--- src/rtl/neighbor_output_processor.sv ---
`default_nettype none
// ============================================================================
// Module      : neighbor_output_processor
// Description : Scans the halo cells of the local accumulator tile and forwards
//               each non-zero value to the owning neighbour, translating its
//               coordinates into that neighbour's tile frame.
// Revision    : 1.0 - initial release
// ============================================================================
module neighbor_output_processor #(
    parameter int BANK_COUNT = 32,
    parameter int TILE_SIZE  = 256,
    parameter int TILE_DIM   = 8
) (
    input  logic                                  clk,
    input  logic                                  reset_n,
    input  logic [2:0]                            kernel_size,
    input  logic                                  channel_group_done,
    output logic [$clog2(BANK_COUNT)-1:0]         buffer_bank_read,
    output logic [$clog2(TILE_SIZE)-1:0]          buffer_bank_entry,
    input  logic [7:0]                            buffer_data_read,
    input  logic [7:0]                            neighbor_cts,
    input  logic [7:0]                            neighbor_exchange_done,
    output logic [7:0][7:0]                       neighbor_output_value,
    output logic [7:0][$clog2(TILE_SIZE)-1:0]     neighbor_output_row,
    output logic [7:0][$clog2(TILE_SIZE)-1:0]     neighbor_output_column,
    output logic [7:0]                            neighbor_output_write_enable,
    output logic                                  exchange_done,
    output logic                                  cycle_done
);
    localparam int c_BANK_W  = $clog2(BANK_COUNT);
    localparam int c_ENTRY_W = $clog2(TILE_SIZE);

    localparam logic [c_ENTRY_W-1:0] c_TILE_DIM = c_ENTRY_W'(TILE_DIM);
    localparam logic [c_ENTRY_W-1:0] c_ONE      = c_ENTRY_W'(1);

    localparam logic [1:0] c_ZONE_LO  = 2'd0;  // top row / left column
    localparam logic [1:0] c_ZONE_MID = 2'd1;
    localparam logic [1:0] c_ZONE_HI  = 2'd2;  // bottom row / right column

    typedef enum logic [2:0] {
        S_IDLE     = 3'd0,
        S_READ     = 3'd1,
        S_CAPTURE  = 3'd2,
        S_XMIT     = 3'd3,
        S_WAIT_NBR = 3'd4
    } state_t;

    state_t                 r_state;
    state_t                 w_state_next;
    logic [c_ENTRY_W-1:0]   r_half;
    logic [c_ENTRY_W-1:0]   r_width;
    logic [c_ENTRY_W-1:0]   r_row;
    logic [c_ENTRY_W-1:0]   r_col;
    logic [2:0]             r_dir;
    logic [7:0]             r_value;
    logic [c_ENTRY_W-1:0]   r_out_row;
    logic [c_ENTRY_W-1:0]   r_out_col;

    logic [c_ENTRY_W-1:0]   w_half;
    logic [c_ENTRY_W-1:0]   w_index;
    logic [1:0]             w_row_zone;
    logic [1:0]             w_col_zone;
    logic [2:0]             w_dir;
    logic [c_ENTRY_W-1:0]   w_next_row;
    logic [c_ENTRY_W-1:0]   w_next_col;
    logic                   w_last;
    logic                   w_advance;
    logic                   w_capture;

    function automatic logic [1:0] zone_of(input logic [c_ENTRY_W-1:0] pos,
                                           input logic [c_ENTRY_W-1:0] half);
        if (pos < half)
            return c_ZONE_LO;
        else if (pos >= c_TILE_DIM + half)
            return c_ZONE_HI;
        else
            return c_ZONE_MID;
    endfunction

    function automatic logic [c_ENTRY_W-1:0] translate(input logic [c_ENTRY_W-1:0] pos,
                                                       input logic [1:0] zone);
        case (zone)
            c_ZONE_LO: return pos + c_TILE_DIM;
            c_ZONE_HI: return pos - c_TILE_DIM;
            default:   return pos;
        endcase
    endfunction

    assign w_half     = c_ENTRY_W'(kernel_size >> 1);
    // Index always fits: W*W <= TILE_SIZE, so truncation is exact.
    assign w_index    = r_row * r_width + r_col;
    assign w_row_zone = zone_of(r_row, r_half);
    assign w_col_zone = zone_of(r_col, r_half);
    assign w_last     = (r_row == r_width - c_ONE) && (r_col == r_width - c_ONE);

    always_comb begin
        w_dir = 3'd0;
        case ({w_row_zone, w_col_zone})
            {c_ZONE_LO,  c_ZONE_MID}: w_dir = 3'd0;
            {c_ZONE_LO,  c_ZONE_HI }: w_dir = 3'd1;
            {c_ZONE_MID, c_ZONE_HI }: w_dir = 3'd2;
            {c_ZONE_HI,  c_ZONE_HI }: w_dir = 3'd3;
            {c_ZONE_HI,  c_ZONE_MID}: w_dir = 3'd4;
            {c_ZONE_HI,  c_ZONE_LO }: w_dir = 3'd5;
            {c_ZONE_MID, c_ZONE_LO }: w_dir = 3'd6;
            {c_ZONE_LO,  c_ZONE_LO }: w_dir = 3'd7;
            default:                  w_dir = 3'd0;
        endcase
    end

    // Middle rows skip straight over the interior to the right-hand halo.
    always_comb begin
        w_next_row = r_row;
        w_next_col = r_col + c_ONE;
        if (r_col == r_width - c_ONE) begin
            w_next_row = r_row + c_ONE;
            w_next_col = '0;
        end else if (w_row_zone == c_ZONE_MID && (r_col + c_ONE) == r_half) begin
            w_next_col = c_TILE_DIM + r_half;
        end
    end

    always_ff @(posedge clk or posedge reset_n) begin
        if (reset_n)
            r_state <= S_IDLE;
        else
            r_state <= w_state_next;
    end

    always_comb begin
        w_state_next = r_state;
        w_advance    = 1'b0;
        w_capture    = 1'b0;
        case (r_state)
            S_IDLE: begin
                if (channel_group_done)
                    w_state_next = (w_half == '0) ? S_WAIT_NBR : S_READ;
            end
            S_READ: w_state_next = S_CAPTURE;
            S_CAPTURE: begin
                if (buffer_data_read == 8'd0) begin
                    w_advance    = 1'b1;
                    w_state_next = w_last ? S_WAIT_NBR : S_READ;
                end else begin
                    w_capture    = 1'b1;
                    w_state_next = S_XMIT;
                end
            end
            S_XMIT: begin
                if (neighbor_cts[r_dir]) begin
                    w_advance    = 1'b1;
                    w_state_next = w_last ? S_WAIT_NBR : S_READ;
                end
            end
            S_WAIT_NBR: begin
                if (&neighbor_exchange_done)
                    w_state_next = S_IDLE;
            end
            default: w_state_next = S_IDLE;
        endcase
    end

    always_ff @(posedge clk or posedge reset_n) begin
        if (reset_n) begin
            r_half    <= '0;
            r_width   <= '0;
            r_row     <= '0;
            r_col     <= '0;
            r_dir     <= 3'd0;
            r_value   <= 8'd0;
            r_out_row <= '0;
            r_out_col <= '0;
        end else begin
            if (r_state == S_IDLE && channel_group_done) begin
                r_half  <= w_half;
                r_width <= c_TILE_DIM + (w_half << 1);
                r_row   <= '0;
                r_col   <= '0;
            end
            if (w_advance) begin
                r_row <= w_next_row;
                r_col <= w_next_col;
            end
            if (w_capture) begin
                r_value   <= buffer_data_read;
                r_dir     <= w_dir;
                r_out_row <= translate(r_row, w_row_zone);
                r_out_col <= translate(r_col, w_col_zone);
            end
        end
    end

    always_comb begin
        buffer_bank_read             = '0;
        buffer_bank_entry            = '0;
        neighbor_output_value        = '0;
        neighbor_output_row          = '0;
        neighbor_output_column       = '0;
        neighbor_output_write_enable = '0;
        exchange_done                = 1'b0;
        cycle_done                   = 1'b0;
        case (r_state)
            S_READ: begin
                buffer_bank_read  = w_index[c_BANK_W-1:0];
                buffer_bank_entry = w_index >> c_BANK_W;
            end
            S_XMIT: begin
                neighbor_output_value[r_dir]        = r_value;
                neighbor_output_row[r_dir]          = r_out_row;
                neighbor_output_column[r_dir]       = r_out_col;
                neighbor_output_write_enable[r_dir] = neighbor_cts[r_dir];
            end
            S_WAIT_NBR: begin
                exchange_done = 1'b1;
                cycle_done    = &neighbor_exchange_done;
            end
            default: ;
        endcase
    end
endmodule
`default_nettype wire

--- config.mk ---
export PLATFORM = sky130hd
export DESIGN_NAME = neighbor_output_processor
export DESIGN_NICKNAME = d
export VERILOG_FILES = /design/src/rtl/neighbor_output_processor.sv
export SDC_FILE = /design/constraint.sdc
export NUM_CORES = 1
export LEC_CHECK = 0
export ABC_CLOCK_PERIOD_IN_PS = 10000
export BUFFER_PORTS_ARGS = -buffer_cell sky130_fd_sc_hd__buf_2
export CAP_MARGIN = 10
export CORE_MARGIN = 2
export CORE_UTILIZATION = 25
export CTS_CLUSTER_DIAMETER = 200
export DETAILED_ROUTE_END_ITERATION = 10
export GPL_ROUTABILITY_DRIVEN = 0
export GPL_TIMING_DRIVEN = 0
export SLEW_MARGIN = 40
export SYNTH_ARGS = -nofsm -noshare
export SYNTH_HDL_FRONTEND = slang
export SYNTH_SLANG_ARGS = --single-unit
--- constraint.sdc ---
create_clock -name clk -period 10 [get_ports clk]
set_input_delay 3 -clock clk [delete_from_list [all_inputs] [get_ports clk]]
set_output_delay 3 -clock clk [all_outputs]
set_load 0.01 [all_outputs]
Word-level counts from Yosys, hierarchy flattened
Memories as Yosys holds them, arrays and structs flattened. A register that Yosys moved wholly into a read port is not among the register bits.
Cells that the tools add are included.
Operators by class
  add/subtract/negate cells: 10
  multipliers: 1
  order comparisons: 6
  equal/unequal tests: 14
  multiplexer cells: 38
  bitwise gates (word level): 4
  reduce and logical (&&, ||, !) cells: 13
Operators by type and width (count)
  64-bit AND: 3
  64-bit two-way mux: 3
  8-bit two-way mux: 8
  8-bit case mux with 2 select lines: 2
  8-bit demux with 3-bit select: 1
  3-bit two-way mux: 7
  8-bit by 1-bit adder with 8-bit output (second input constant): 2
  8-bit by 4-bit adder with 8-bit output (second input constant): 2
  8-bit equality test: 2
  8-bit greater-or-equal comparator: 2
  8-bit logical NOT: 2
  8-bit by 2-bit less-than comparator with 1-bit output: 2
  8-bit by 4-bit subtractor with 8-bit output (second input constant): 2
  3-bit case mux with 5 select lines: 1
  8-bit adder: 1
  8-bit AND: 1
  8-bit by 2-bit equality test with 1-bit output: 1
  8-bit by 8-bit multiplier with 8-bit output: 1
  1-bit two-way mux: 8
  2-bit two-way mux: 4
  8-bit AND reduction: 1
  8-bit by 1-bit subtractor with 8-bit output (second input constant): 1
  3-bit by 2-bit equality test with 1-bit output (second input constant): 2
  2-bit != test (second input constant): 3
  19 further kinds: 24
Storage, ports and cells
  register bits after elaboration: 53
  ROM bits: 48
  bits of input ports: 30
  output and inout bits: 215
  logic and storage cells: 95
  memories: 1
Memories
  (name not given): depth 16, bits a word 3, rd ports 1, clocked after memory_dff 1, write ports 0, line 98  | case ({w_row_zone, w_col_zone})

Longest topological paths before layout
  word-level depth: 9
  gate-level depth with buffers: 17
  depth with buffers taken out: 16

Worst setup path before layout
Ideal clock, no wire load.
  path type: input port to output port
  from: input neighbor_cts[1]
  to: output neighbor_output_write_enable[0]
  arrival time: 4014 ps
  required time: 7000 ps
  slack: 2986 ps
  stages: 5
  path buffers: 1
  cells stage by stage: mux2i_1 > o32ai_1 > o21ai_1 > clkbuf_1 > nor2_1
Between the ends
  word-level cells in the longest chain between the ends: 4
Ends and longest elaborated chain
  start, declared: line 21  | input logic [7:0] neighbor_cts,
  1-bit binary-select mux with 3-bit select: line 211  | neighbor_output_write_enable[r_dir] = neighbor_cts[r_dir];
  1-bit two-way mux (implied by the code): line 211
  8-bit AND (no line)
  8-bit two-way mux: line 202  | case (r_state)
  end, declared: line 26  | output logic [7:0] neighbor_output_write_enable,
Every way passes these cells. The select of a mux whose other input is x is not followed.

Worst setup path in the final report
  from: input neighbor_cts[0]
  to: output neighbor_output_write_enable[0]
The elaborated chain is that of the path after synthesis.

==> summary.md <==
| Metric | Value |
|---|---|
| Status | completed |
| Layout net count | 1026 |
| Routed wire length | 18100 µm |
| Fin cells | 1215 |
| Detailed Place HPWL | 14400 µm |
| Drt wl/cell | 14.9 µm |
| Most frequent cell after synthesis | nor2_1 |
| CP Max Fanout | 10 |
| CTS resizes | 0 |
| Post-synth ARST share | 100% |
| CTS tree | yes |
| Most frequent CP cell | buf_2 |
| Core area | 19300 µm² |
| Initial antenna violation count | 0 |
| VDD IR-drop max | 0.0777 mV |
| Power Density | 191 nW/µm² |
| Insertion delay to the later sink of the worst-skew pair | 0.29 ns |
| Global-route wire length before repair | 26800 µm |
| # rows | 51 |
| Post-synthesis cell type count | 64 |
| Root buf cell | clkbuf_16 |
| Slowest-stage cell, CP | o32ai_1 |
| Hold_buf cts | 0 |
| Die area | 20700 µm² |
| Crit path buffers/inverters | 3 |
| Total track usage | 16.5% |
| Die width | 144 µm |
| Vias per cell | 4.54 |
| CP delay by family, top | compound AO/OA/AOI/OAI gates |
| FF-to-FF path depth | 12 |
| Share of cells above drive strength 1 | 30.4% |
| Hold path cells | 2 |
| Inst Count DP | 1207 |
| I/O Buffers | 238 |
| Flop-to-flop setup slack | 6.81 ns |
| Cells along the critical path | buf_2 > mux2i_1 > o32ai_1 > o21ai_1 > clkbuf_1 > nor2_1 > buf_2 |
| DRC errors left | 0 |
| Synth Area per Inst | 6.98 µm² |
| Layout Area Growth over Synthesis | 35.6% |
| Initial Util | 25.3% |
| Relative slew margins | 56.1% |
| Max-slew violation count | 0 |
| Post-route ant nets | 0 |
| Clock input transition at the sequential cells of the worst setup and hold paths | 0.07 ns |
| Top cells by instance count after synthesis | nor2_1 (227), nand2_1 (91), dfrtp_1 (49) |
| Layout fillers | 2101 |
| Vias in the first global route | 4794 |
| Crit end category | primary output |
| Crit. path cell count | 7 |
| Postcts setup bufs | 0 |
| F_max | 131 MHz |
| TNS Setup | 0 ns |
| Hold crit path type | register to register |
| Crit path launch type | input port |
| Max Cap Viol | 0 |
| Ports | 245 |
| WP data arrival | 4.63 ns |
| Reg area | 1230 µm² |
| Initial DRC count | 313 |
| Share of the synthesized area in the top cell type | 25.1% |
| Worst setup path class | input port to primary output |
| Gr ovfl total | 0 |
| Routed vias | 5522 |
| ANT cells | 0 |
| Post-Syn Area | 4880 µm² |
| RSZ-0062 raised after global routing | no |
| Clk buf depth | 2 |
| Actual slew at the worst max-slew pin | 0.657 ns |
| YS warnings | 0 |
| CTS HTree Levels | 2 |
| Crit path required time | 7.00 ns |
| FF+latch count, synth | 49 |
| Clk sinks | 49 |
| Total CTS buffers | 5 |
| Overall Power | 0.00126 W |
| CP peak stage delay | 0.56 ns |
| Leak pwr | 3.63 nW |
| Clock Skew | 0.00461 ns |
| Leading area contributor after synthesis | dfrtp_1 |
| Largest net degree at the start of global routing | 31 |
| Post-synth EDFFs | 0 |
| Ys flop type | dfrtp_1 |
| DR pass1 iterations | 5 |
| Final worst-path cycle share | 76.3% |
| Post-Syn Instances | 699 |
| Area of the multi-input gates | 3300 µm² |
| Final hold violations | 0 |
| Min Tclk post-route | 7.63 ns |
| Die height | 144 µm |
| Setup violations, final | 0 |
| Synth top area cells | dfrtp_1 (25%), nor2_1 (17%), ha_1 (9.5%) |
| Sequential area share after synthesis | 25.1% |
-- path summary, 6_finish.rpt --
path                                   startpoint                              end
setup / recovery                  neighbor_cts[0]  neighbor_output_write_enable[0]
hold / removal             r_value[2]$_DFFE_PP0P_           r_value[2]$_DFFE_PP0P_
setup reg to reg           r_width[2]$_DFFE_PP0P_         r_out_col[7]$_DFFE_PP0P_
hold reg to reg            r_value[2]$_DFFE_PP0P_           r_value[2]$_DFFE_PP0P_
max in group asynchronous                 reset_n             r_col[5]$_DFFE_PP0P_
min in group asynchronous                 reset_n             r_row[3]$_DFFE_PP0P_
-- layout make-up --
class | instances | share of cell area, %
Buffer | 50 | 3.57
Clock buffer | 7 | 2.15
Clock inverter | 1 | 0.454
Inverter | 37 | 2.14
Multi-Input combinational cell | 567 | 49.9
Sequential cell | 49 | 18.5
Tap cell | 265 | 5.01
Timing Repair Buffer | 239 | 18.3
-- placed cells by master (no fill, tap or decap), types with 7 or more instances in the layout --
| master | count |
|---|---|
| nand3_1 | 12 |
| inv_1 | 36 |
| and2_1 | 9 |
| xor2_1 | 11 |
| buf_2 | 244 |
| ha_1 | 37 |
| dfrtp_1 | 49 |
| xnor2_1 | 12 |
| nor3_1 | 9 |
| a21oi_1 | 17 |
| clkbuf_1 | 36 |
| nand2_1 | 91 |
| fa_1 | 10 |
| o31ai_1 | 7 |
| o21ai_0 | 22 |
| mux2i_1 | 7 |
| nor2_1 | 227 |
-- logic make-up (layout without fill, tap and decap cells) --
| kind of cell | count (synthesis) | after routing | share of synthesized area, % |
|---|---|---|---|
| muxes | 12 | 12 | 2.59 |
| DFF | 49 | 49 | 25.1 |
| xor gates and xnor gates | 23 | 23 | 4.13 |
| and+or+nand+nor | 395 | 395 | 34.5 |
| adders and majority gates | 47 | 47 | 13.6 |
| buffers and inverters | 87 | 334 | 7.69 |
| AOI/OAI and AO/OA | 85 | 85 | 12.3 |
| other | 1 | 5 | 0.0768 |
-- sequential cells by signal (all words and copies together) (netlist names) --
register   cells
r_col          8
r_width        2
r_value        8
r_out_row      8
r_out_col      8
r_row          8
r_half         1
r_dir          3
r_state        3
-- worst min-delay path, delay by kind of cell (launching register included) --
| kind | cells | cell delay (ns) |
|---|---|---|
| flops | 1 | 0.35 |
| simple gates | 2 | 0.10 |
-- power by group --
part | internal, W | switching [W] | leakage (nW)
Sequential | 0.000254 | 0.0000562 | 0.644
Clock | 0.000125 | 0.0000755 | 0.0841
Combinational | 0.000247 | 0.000506 | 2.91
-- layer usage --
| layer | track usage, % | vias up | part of all wire, % |
|---|---|---|---|
| li1 | - | 2761 | - |
| met2 | 28.3 | 201 | 48 |
| met5 | 0 | - | 0 |
| met4 | 4.33 | 0 | 1.7 |
| met1 | 21.5 | 2539 | 44 |
| met3 | 2.73 | 21 | 5.9 |
-- metrics by stage --
stage                     worst slack (ns)  hold WS, ns  cell area, µm²  util (%)
final                                 2.37        0.478            6620      34.2
after detailed placement              2.43        0.462            6440      33.3
after CTS                             2.41        0.479            6620      34.2
after global placement                2.39        0.460            6420      33.2
after global routing                  2.22        0.506            6620      34.2
after floorplan                       2.99        0.446            4900         -
Note: power is estimated with default switching activity, not from simulation.
